===== src/rtl/fifo_stream_drain_if.sv =====
// fifo_stream_drain_if: FIFO read port plus framed valid/ready stream between the drain and its neighbours
interface fifo_stream_drain_if #(
    parameter int WIDTH = 8
);
    logic             fifo_empty;
    logic             fifo_read;
    logic [WIDTH-1:0] fifo_data;
    logic             m_valid;
    logic             m_ready;
    logic [WIDTH-1:0] m_data;
    logic             m_last;

    modport master (
        input  fifo_empty, fifo_data, m_ready,
        output fifo_read, m_valid, m_data, m_last
    );

    modport slave (
        output fifo_empty, fifo_data, m_ready,
        input  fifo_read, m_valid, m_data, m_last
    );
endinterface


===== src/rtl/fifo_stream_drain.sv =====
// fifo_stream_drain: pops a registered-output FIFO into a burst-framed valid/ready stream
module fifo_stream_drain #(
    parameter int WIDTH     = 8,
    parameter int BURST_LEN = 16
) (
    input  logic                       clk,
    input  logic                       rst,
    input  logic                       i_enable,
    fifo_stream_drain_if.master        bus,
    output logic [15:0]                o_word_count,
    output logic                       o_idle
);
    logic [WIDTH-1:0] r_mem [3];
    logic [1:0]       r_occ;
    logic [1:0]       r_head;
    logic [1:0]       r_tail;
    logic             r_infl;
    logic [15:0]      r_bcnt;
    logic [15:0]      r_wc;
    logic [2:0]       w_used;
    logic             w_pop;
    logic             w_wrap;

    function automatic logic [1:0] inc(input logic [1:0] p);
        return p == 2'd2 ? 2'd0 : p + 2'd1;
    endfunction

    // reads are gated by buffer space reserved for the in-flight word, never by m_ready
    assign w_used        = {1'b0, r_occ} + {2'b0, r_infl};
    assign bus.fifo_read = ~rst & i_enable & ~bus.fifo_empty & (w_used < 3'd3);
    assign bus.m_valid   = r_occ != 2'd0;
    assign bus.m_data    = r_mem[r_head];
    assign w_wrap        = r_bcnt == 16'(BURST_LEN - 1);
    assign bus.m_last    = bus.m_valid & w_wrap;
    assign w_pop         = bus.m_valid & bus.m_ready;
    assign o_idle        = (r_occ == 2'd0) & ~r_infl;
    assign o_word_count  = r_wc;

    always_ff @(posedge clk) begin
        if (rst) begin
            r_mem  <= '{default: '0};
            r_occ  <= '0;
            r_head <= '0;
            r_tail <= '0;
            r_infl <= 1'b0;
            r_bcnt <= '0;
            r_wc   <= '0;
        end else begin
            r_infl <= bus.fifo_read;
            if (r_infl) begin
                r_mem[r_tail] <= bus.fifo_data;
                r_tail        <= inc(r_tail);
            end
            if (w_pop) begin
                r_head <= inc(r_head);
                r_bcnt <= w_wrap ? 16'd0 : r_bcnt + 16'd1;
                r_wc   <= r_wc + 16'd1;
            end
            r_occ <= r_occ + {1'b0, r_infl} - {1'b0, w_pop};
        end
    end
endmodule


===== src/flat_wrapper.sv =====
// flat-port wrapper written by rule: the top's interface ports become plain ports
module fifo_stream_drain_flat 
#(
    parameter int WIDTH     = 8,
    parameter int BURST_LEN = 16
)
  (clk, rst, i_enable, o_word_count, o_idle, bus_fifo_empty, bus_fifo_data, bus_m_ready, bus_fifo_read, bus_m_valid, bus_m_data, bus_m_last);
  fifo_stream_drain_if #(.WIDTH(WIDTH)) bus_i ();
  input  logic clk;
  input  logic rst;
  input  logic i_enable;
  output logic [15:0] o_word_count;
  output logic o_idle;
  input wire logic [$bits(bus_i.fifo_empty)-1:0] bus_fifo_empty;
  input wire logic [$bits(bus_i.fifo_data)-1:0] bus_fifo_data;
  input wire logic [$bits(bus_i.m_ready)-1:0] bus_m_ready;
  output wire logic [$bits(bus_i.fifo_read)-1:0] bus_fifo_read;
  output wire logic [$bits(bus_i.m_valid)-1:0] bus_m_valid;
  output wire logic [$bits(bus_i.m_data)-1:0] bus_m_data;
  output wire logic [$bits(bus_i.m_last)-1:0] bus_m_last;
  assign bus_i.fifo_empty = bus_fifo_empty;
  assign bus_i.fifo_data = bus_fifo_data;
  assign bus_i.m_ready = bus_m_ready;
  assign bus_fifo_read = bus_i.fifo_read;
  assign bus_m_valid = bus_i.m_valid;
  assign bus_m_data = bus_i.m_data;
  assign bus_m_last = bus_i.m_last;
  fifo_stream_drain #(.WIDTH(WIDTH), .BURST_LEN(BURST_LEN)) u_core (.clk(clk), .rst(rst), .i_enable(i_enable), .bus(bus_i), .o_word_count(o_word_count), .o_idle(o_idle));
endmodule

===== config.mk =====
export PLATFORM = sky130hd
export DESIGN_NAME = fifo_stream_drain_flat
export DESIGN_NICKNAME = d
export VERILOG_FILES = /design/src/rtl/fifo_stream_drain_if.sv /design/src/rtl/fifo_stream_drain.sv /design/src/flat_wrapper.sv
export SDC_FILE = /design/constraint.sdc
export NUM_CORES = 1
export LEC_CHECK = 0
export CORE_UTILIZATION = 55
export DETAILED_ROUTE_END_ITERATION = 8
export GPL_TIMING_DRIVEN = 0
export PLACE_DENSITY_LB_ADDON = 0.25
export SLEW_MARGIN = 15
export SYNTH_ARGS = -nofsm -noshare
export SYNTH_HDL_FRONTEND = slang
export SYNTH_SLANG_ARGS = --single-unit

===== constraint.sdc =====
create_clock -name clk -period 2.8 [get_ports clk]
set_input_delay 0.56 -clock clk [delete_from_list [all_inputs] [get_ports clk]]
set_output_delay 0.56 -clock clk [all_outputs]
set_load 0.05 [all_outputs]

==> results.md, run 1 <==
* Outcome: complete, no violations
* CTS buffer count at 9
* Synthesized flop and latch total at 63
* Finished Cell Area at about 3400 um2
* Crit path DAT at 2.14 ns
* Slew margin rel. at 49.0%
* Primary FF master, synth: dfxtp_1
* Post-synthesis sequential area ratio at a little under half
* Post-route clock period utilization at 96.4%
* Post-synth net total at 326
* Clock Skew at 0.00345 ns
* ANT cells at 0
* Most common cell after layout, fill and taps aside: dfxtp_1
* H-tree levels at 3
* Worst-margin pin slew at roughly 0.77 ns
* Worst setup SP type: flip-flop
* Final GP Congestion at around 0.77
* Filler cells at 378
* Pwr/cell area at 635 nW/um2
* Syn. warnings at 0
* Crit. End Element: output pin
* Worst-Skew Late Latency at 0.33 ns
* Endpoints failing hold at 0
* Deepest clock path buffer count at 2
* Clock slew at reported path FFs at 0.06 ns
* Post-Synthesis Cells at 307
* Num Clock Sinks at 63
* Grt ovf at 0
* PortBufs at 40
* # DRC at 0
* Initial antenna violation count at 0
* Router iterations before antenna repair at 4
* Number of synthesized flops with an enable pin at 0
* Area grow syn2layout at 23.9%
* Tightest Hold Check Type: flip-flop to flip-flop
* CP required at 2.24 ns
* Clk root buf: clkbuf_8
* Worst Hold Depth at 2
* Vias/cell at 5.33
* Max VDD drop at approximately 0.44 mV
* Rows at 25
* Worst-path fanout max at 10
* Number of global-route vias before repair at 2156
* Vias at about 2.3k
* Final nets at 376
* Die Wd at 72.9 um
* Fmax at 370 MHz
* Starting DRT DRC Count at 85
* Cell depth of the worst flop-to-flop path at 9
* Die height at around 73 um
* WL final at 6.01 mm
* Kind of critical path: flip-flop to output pin
* First-pass GRT wire length at 9.77 mm
* Core Area at 4790 um2
* Starting density of the core at between 50% and 60%
* Dpl cell area at 3250 um2
* Number of top-level pins at 41
* Gr usage total at 24.6%
* Asr flop ratio synth at 0%
* Synthesized area per cell at ~9 um2
* Commonest non-fill, non-tap cells in the layout: 62 x dfxtp_1, 53 x nor2_1, 34 x clkdlybuf4s50_1
* RSZ-0062 raised after global routing: false
* CTS tree: built
* Leakage at 0.00139 uW
* Largest net degree at the start of global routing at 11
* Max-slew violation count at 0
* Dpl hpwl at around 4 mm
* Share of cells above drive strength 1 at 5.54%
* Final setup fails at 0
* PnR Total Power at 2180 uW
* DRT antenna net count at 0
* Die Area at 5310 um2
* Synthesized area at 2760 um2
* Drt wl/cell at 14.0 um
* Max capacitance violation total at 0
* Distinct cells, synth at 36
* Post-layout min period at 2.70 ns
## per-stage QoR
step / setup WS (ns) / std cells / hold WS (ns) / setup TNS, ns / util (%)
2_1_floorplan: 0.275 / 307 / 0.454 / 0 / -
3_3_place_gp: -0.324 / 414 / 0.465 / -0.343 / 67.9
3_5_place_dp: -0.305 / 414 / 0.475 / -0.369 / 67.9
4_1_cts: 0.0644 / 428 / 0.492 / 0 / 71.5
5_1_grt: 0.00619 / 428 / 0.505 / 0 / 71.6
6_report: 0.100 / 428 / 0.488 / 0 / 71.6
## registers in the layout, indices dropped and copies added, names as in the netlist
signal / cells
u_core.r_occ: 2
u_core.r_bcnt: 16
u_core.r_mem: 24
u_core.r_infl: 1
u_core.r_tail: 2
u_core.r_head: 2
u_core.o_word_count: 16
## what timing repair did
item / 4_1_cts / 5_1_grt
setup endpoints to repair: 9 / 7
hold endpoints to repair: 0 / 0
cloned: 0 / 0
buffers inserted: 0 / 0
gates resized for setup: 7 / 7
hold buffers: 0 / 0
## cells in the mapped netlist (2+ instances only)
cell | number | area [um2]
dfxtp_1 | 63 | 1260
nor2_1 | 53 | 199
mux2i_1 | 32 | 320
nand2_1 | 25 | 93.8
a21oi_1 | 15 | 75.1
xor2_1 | 15 | 131
clkbuf_1 | 11 | 41.3
xnor2_1 | 10 | 87.6
nand4_1 | 9 | 56.3
o22ai_1 | 8 | 50.1
nand3_1 | 7 | 35.0
ha_1 | 6 | 75.1
o21ai_1 | 6 | 30.0
or3_1 | 6 | 37.5
inv_1 | 5 | 18.8
nor4_1 | 5 | 31.3
nor3_1 | 4 | 20.0
buf_1 | 3 | 11.3
nand3b_1 | 3 | 22.5
and2_1 | 2 | 12.5
and4_1 | 2 | 17.5
inv_2 | 2 | 7.51
o2111a_1 | 2 | 22.5
## layer usage
layer / track usage (%) / vias up / routed length (um)
li1: - / 1165 / -
met1: 29.5 / 1067 / 2830
met2: 41.7 / 38 / 2890
met3: 4.83 / 10 / 173
met4: 12.6 / 0 / 115
met5: 0 / - / 0
## worst max-delay path: stages, from the launching register on
cell and delay (ns):
dfxtp_1 0.29, buf_1 0.21, clkbuf_2 0.26, o22ai_1 0.21
clkdlybuf4s50_1 0.83
## where the power goes
group | leakage (uW) | internal (uW) | switching, uW
Sequential | 0.000509 | 940 | 69.2
Combinational | 0.000789 | 176 | 279
Clock | 0.0000898 | 391 | 321
Total | 0.00139 | 1510 | 669
## final cells by class
class	count	area, um2	area share, %
buffer	13	51.3	1.50
sequential	63	1260	36.9
clock buffer	15	176	5.15
inverter	7	26.3	0.767
multi-input combinational	223	1420	41.6
timing repair buffer	40	400	11.7
tap	67	83.8	2.45
## logic make-up (layout without fill, tap and decap cells)
| logic type | Yosys count | after routing | share of synthesized area (%) |
|---|---|---|---|
| XOR/XNOR | 25 | 25 | 7.92 |
| buffers and inverters | 21 | 75 | 2.85 |
| AND/OR/NAND/NOR | 125 | 125 | 21.9 |
| flip-flops | 63 | 63 | 45.6 |
| adder cells (fa/ha/maj) | 6 | 6 | 2.72 |
| multiplexers | 32 | 32 | 11.6 |
| AO/OA/AOI/OAI | 35 | 35 | 7.42 |
## final timing paths
check / slack [ns] / endpoint / from
max reg2reg: 0.55 / u_core.r_occ[1]$_SDFF_PP0_ / u_core.r_occ[1]$_SDFF_PP0_
max: 0.10 / bus_m_data[0] / u_core.r_head[1]$_SDFFE_PP0P_
min reg2reg: 0.49 / u_core.o_word_count[15]$_SDFFE_PP0P_ / u_core.o_word_count[15]$_SDFFE_PP0P_
min: 0.49 / u_core.o_word_count[15]$_SDFFE_PP0P_ / u_core.o_word_count[15]$_SDFFE_PP0P_
Note: power is estimated with default switching activity, not from simulation.
==> run 2: changes to the inputs <==
Settings changed: CORE_UTILIZATION 55 to 53, MAX_ROUTING_LAYER set to met4, REMOVE_ABC_BUFFERS set to 1.
Clock period 2.8 ns to 3 ns, I/O delays scaled along.
==> run 2 against run 1 <==
Compared with the run above:
- highest routed layer unchanged
- register-to-register slack better by 0.30 ns
- combinational power is 14% lower
- non-clock buffer count fell by 11
- first-iteration DRC count grew 120%
- critical path type unchanged
- worst hold slack got worse by 0.011 ns
==> results.md, run 2 (same netlist as run 1, synthesis figures left out) <==
* Final nets at 365 (-2.9%)
* Filler cells at 419 (+11%)
* Dpl hpwl at 3.72 mm (-7.2%)
* Finished Cell Area at 3390 um2 (-0.99%)
* Largest register by flop count: u_core.r_mem
* Endpoints failing hold at 0 (unchanged)
* Clock slew at reported path FFs at 0.06 ns (about the same)
* Outcome: complete, no violations
* Commonest non-fill, non-tap cells in the layout: 62 x dfxtp_1, 53 x nor2_1, 38 x clkdlybuf4s50_1
* Routed length on met3 at 183 um (+5.8%)
* Die height at 74.2 um (+1.8%)
* Slowest CP cell: clkdlybuf4s50_1
* Drt wl/cell at 13.1 um (-6.8%)
* Max Used Layer: met4
* PnR Total Power at 1980 uW (-9.0%)
* Vias at 2271 (-0.39%)
* Area grow syn2layout at 22.7%
* PortBufs at 40 (unchanged)
* ANT cells at 0 (unchanged)
* Worst-Skew Late Latency at 0.33 ns (about the same)
* Crit path DAT at 2.17 ns (+0.03 ns)
* Share of cells above drive strength 1 at 6.30% (+0.76 points)
* Number of global-route vias before repair at 2147 (-0.42%)
* Final GP Congestion at 0.836 (+9.0%)
* Grt ovf at 0 (unchanged)
* Final setup fails at 0 (unchanged)
* Starting density of the core at 56.6% (-1.1 points)
* H-tree levels at 3 (unchanged)
* Number of top-level pins at 41 (unchanged)
* First-pass GRT wire length at 9.27 mm (-5.1%)
* Worst setup SP type: flip-flop
* Fin cells at 416 (-2.8%)
* Post-layout min period at 2.77 ns
* Max-slew violation count at 0 (unchanged)
* Deepest clock path buffer count at 2 (unchanged)
* Largest net degree at the start of global routing at 31 (+20)
* Max VDD drop at 0.328 mV (-25%)
* Rows at 25 (unchanged)
* Num Clock Sinks at 63 (unchanged)
* Worst-margin pin slew at 1.15 ns (+0.383 ns)
* Crit. End Element: output pin
* DRT antenna net count at 0 (unchanged)
* Dpl cell area at 3230 um2 (-0.54%)
* Router iterations before antenna repair at 4 (unchanged)
* Die Area at 5510 um2 (+3.7%)
* Placed instance count at 402 (-2.9%)
* Slew margin rel. at 23.3% (-26 points)
* Met2 routed WL at 2.62 mm (-9.0%)
* Leakage at 0.00132 uW (-5.2%)
* Kind of critical path: flip-flop to output pin
* Max capacitance violation total at 0 (unchanged)
* Vias/cell at 5.46 (+2.5%)
* Post-route clock period utilization at 92.5%
* Cell chain of the critical path: nand2_1 -> o22ai_1 -> clkdlybuf4s50_1
* Core Area at 4880 um2 (+2.0%)
* Die Wd at 74.2 um (+1.8%)
* Clk root buf: clkbuf_8
* RSZ-0062 raised after global routing: false
* CTS tree: built
* # DRC at 0 (unchanged)
* Most common cell after layout, fill and taps aside: dfxtp_1
* CP required at 2.40 ns (+0.16 ns)
* Clock Skew at 0.00281 ns (-0.000643 ns)
* CP max stage delay at 0.83 ns (about the same)
* Gr usage total at 22.6% (-2.0 points)
* Fmax at 361 MHz
* Starting DRT DRC Count at 184 (+120%)
* Met1 wire length at 2.53 mm (-11%)
* Initial antenna violation count at 0 (unchanged)
* WL final at 5.44 mm (-9.4%)
* CTS buffer count at 9 (unchanged)
* Pwr/cell area at 584 nW/um2 (-8.1%)
* Tightest Hold Check Type: flip-flop to flip-flop
* Worst-path fanout max at 19 (+9)
* Max reg flops at 24 (unchanged)
[run 2: critical path, delay by kind of cell (launching register included)]
family	cells	cell delay, ns
AND/OR/NAND/NOR	1	0.12
buffers and inverters	1	0.83
flip-flops	1	0.71
AO/OA/AOI/OAI	1	0.18
[run 2: through the flow]
step | setup WS [ns] | utilization (%) | setup TNS, ns | hold WS, ns
3_5_place_dp | -0.170 | 66.2 | -0.170 | 0.469
3_3_place_gp | -1.40 | 65.5 | -4.48 | 0.460
6_report | 0.226 | 69.5 | 0 | 0.477
2_1_floorplan | 0.435 | - | 0 | 0.452
5_1_grt | 0.126 | 69.5 | 0 | 0.510
4_1_cts | 0.107 | 69.6 | 0 | 0.478
[run 2: routing by layer]
layer  GRT usage, %  vias to the layer above
li1               -                     1150
met1           26.1                     1071
met2           37.7                       41
met3           4.61                        9
met4           10.7                        0
met5              -                        -
[run 2: path summary, 6_finish.rpt]
kind / from / slack, ns / to / depth (start not counted)
worst min register to register: u_core.o_word_count[15]$_SDFFE_PP0P_ / 0.48 / u_core.o_word_count[15]$_SDFFE_PP0P_ / 2
worst max register to register: u_core.r_bcnt[0]$_SDFFE_PP0P_ / 0.85 / u_core.r_bcnt[3]$_SDFFE_PP0P_ / 4
worst min-delay path: u_core.o_word_count[15]$_SDFFE_PP0P_ / 0.48 / u_core.o_word_count[15]$_SDFFE_PP0P_ / 2
worst max-delay path: u_core.r_head[1]$_SDFFE_PP0P_ / 0.23 / bus_m_data[6] / 3
[run 2: repair_timing]
item	CTS	global route
resized for setup	2	2
pin swaps	0	0
endpoints found under the setup margin	6	1
buffers inserted	0	0
hold buffers	0	0
[run 2: where the power goes]
part | switching (uW) | internal [uW] | leakage (uW)
Clock | 294 | 335 | 0.0000854
Combinational | 230 | 162 | 0.000722
Sequential | 81.8 | 877 | 0.000509
Total | 606 | 1370 | 0.00132
[run 2: layout make-up]
class	count	area [um2]	area share, %
Clock buffer	13	159	4.69
Clock inverter	1	5.00	0.148
Inverter	7	26.3	0.775
Multi-Input combinational cell	223	1430	42.1
Sequential cell	63	1260	37.2
Tap cell	67	83.8	2.47
Timing Repair Buffer	42	425	12.5
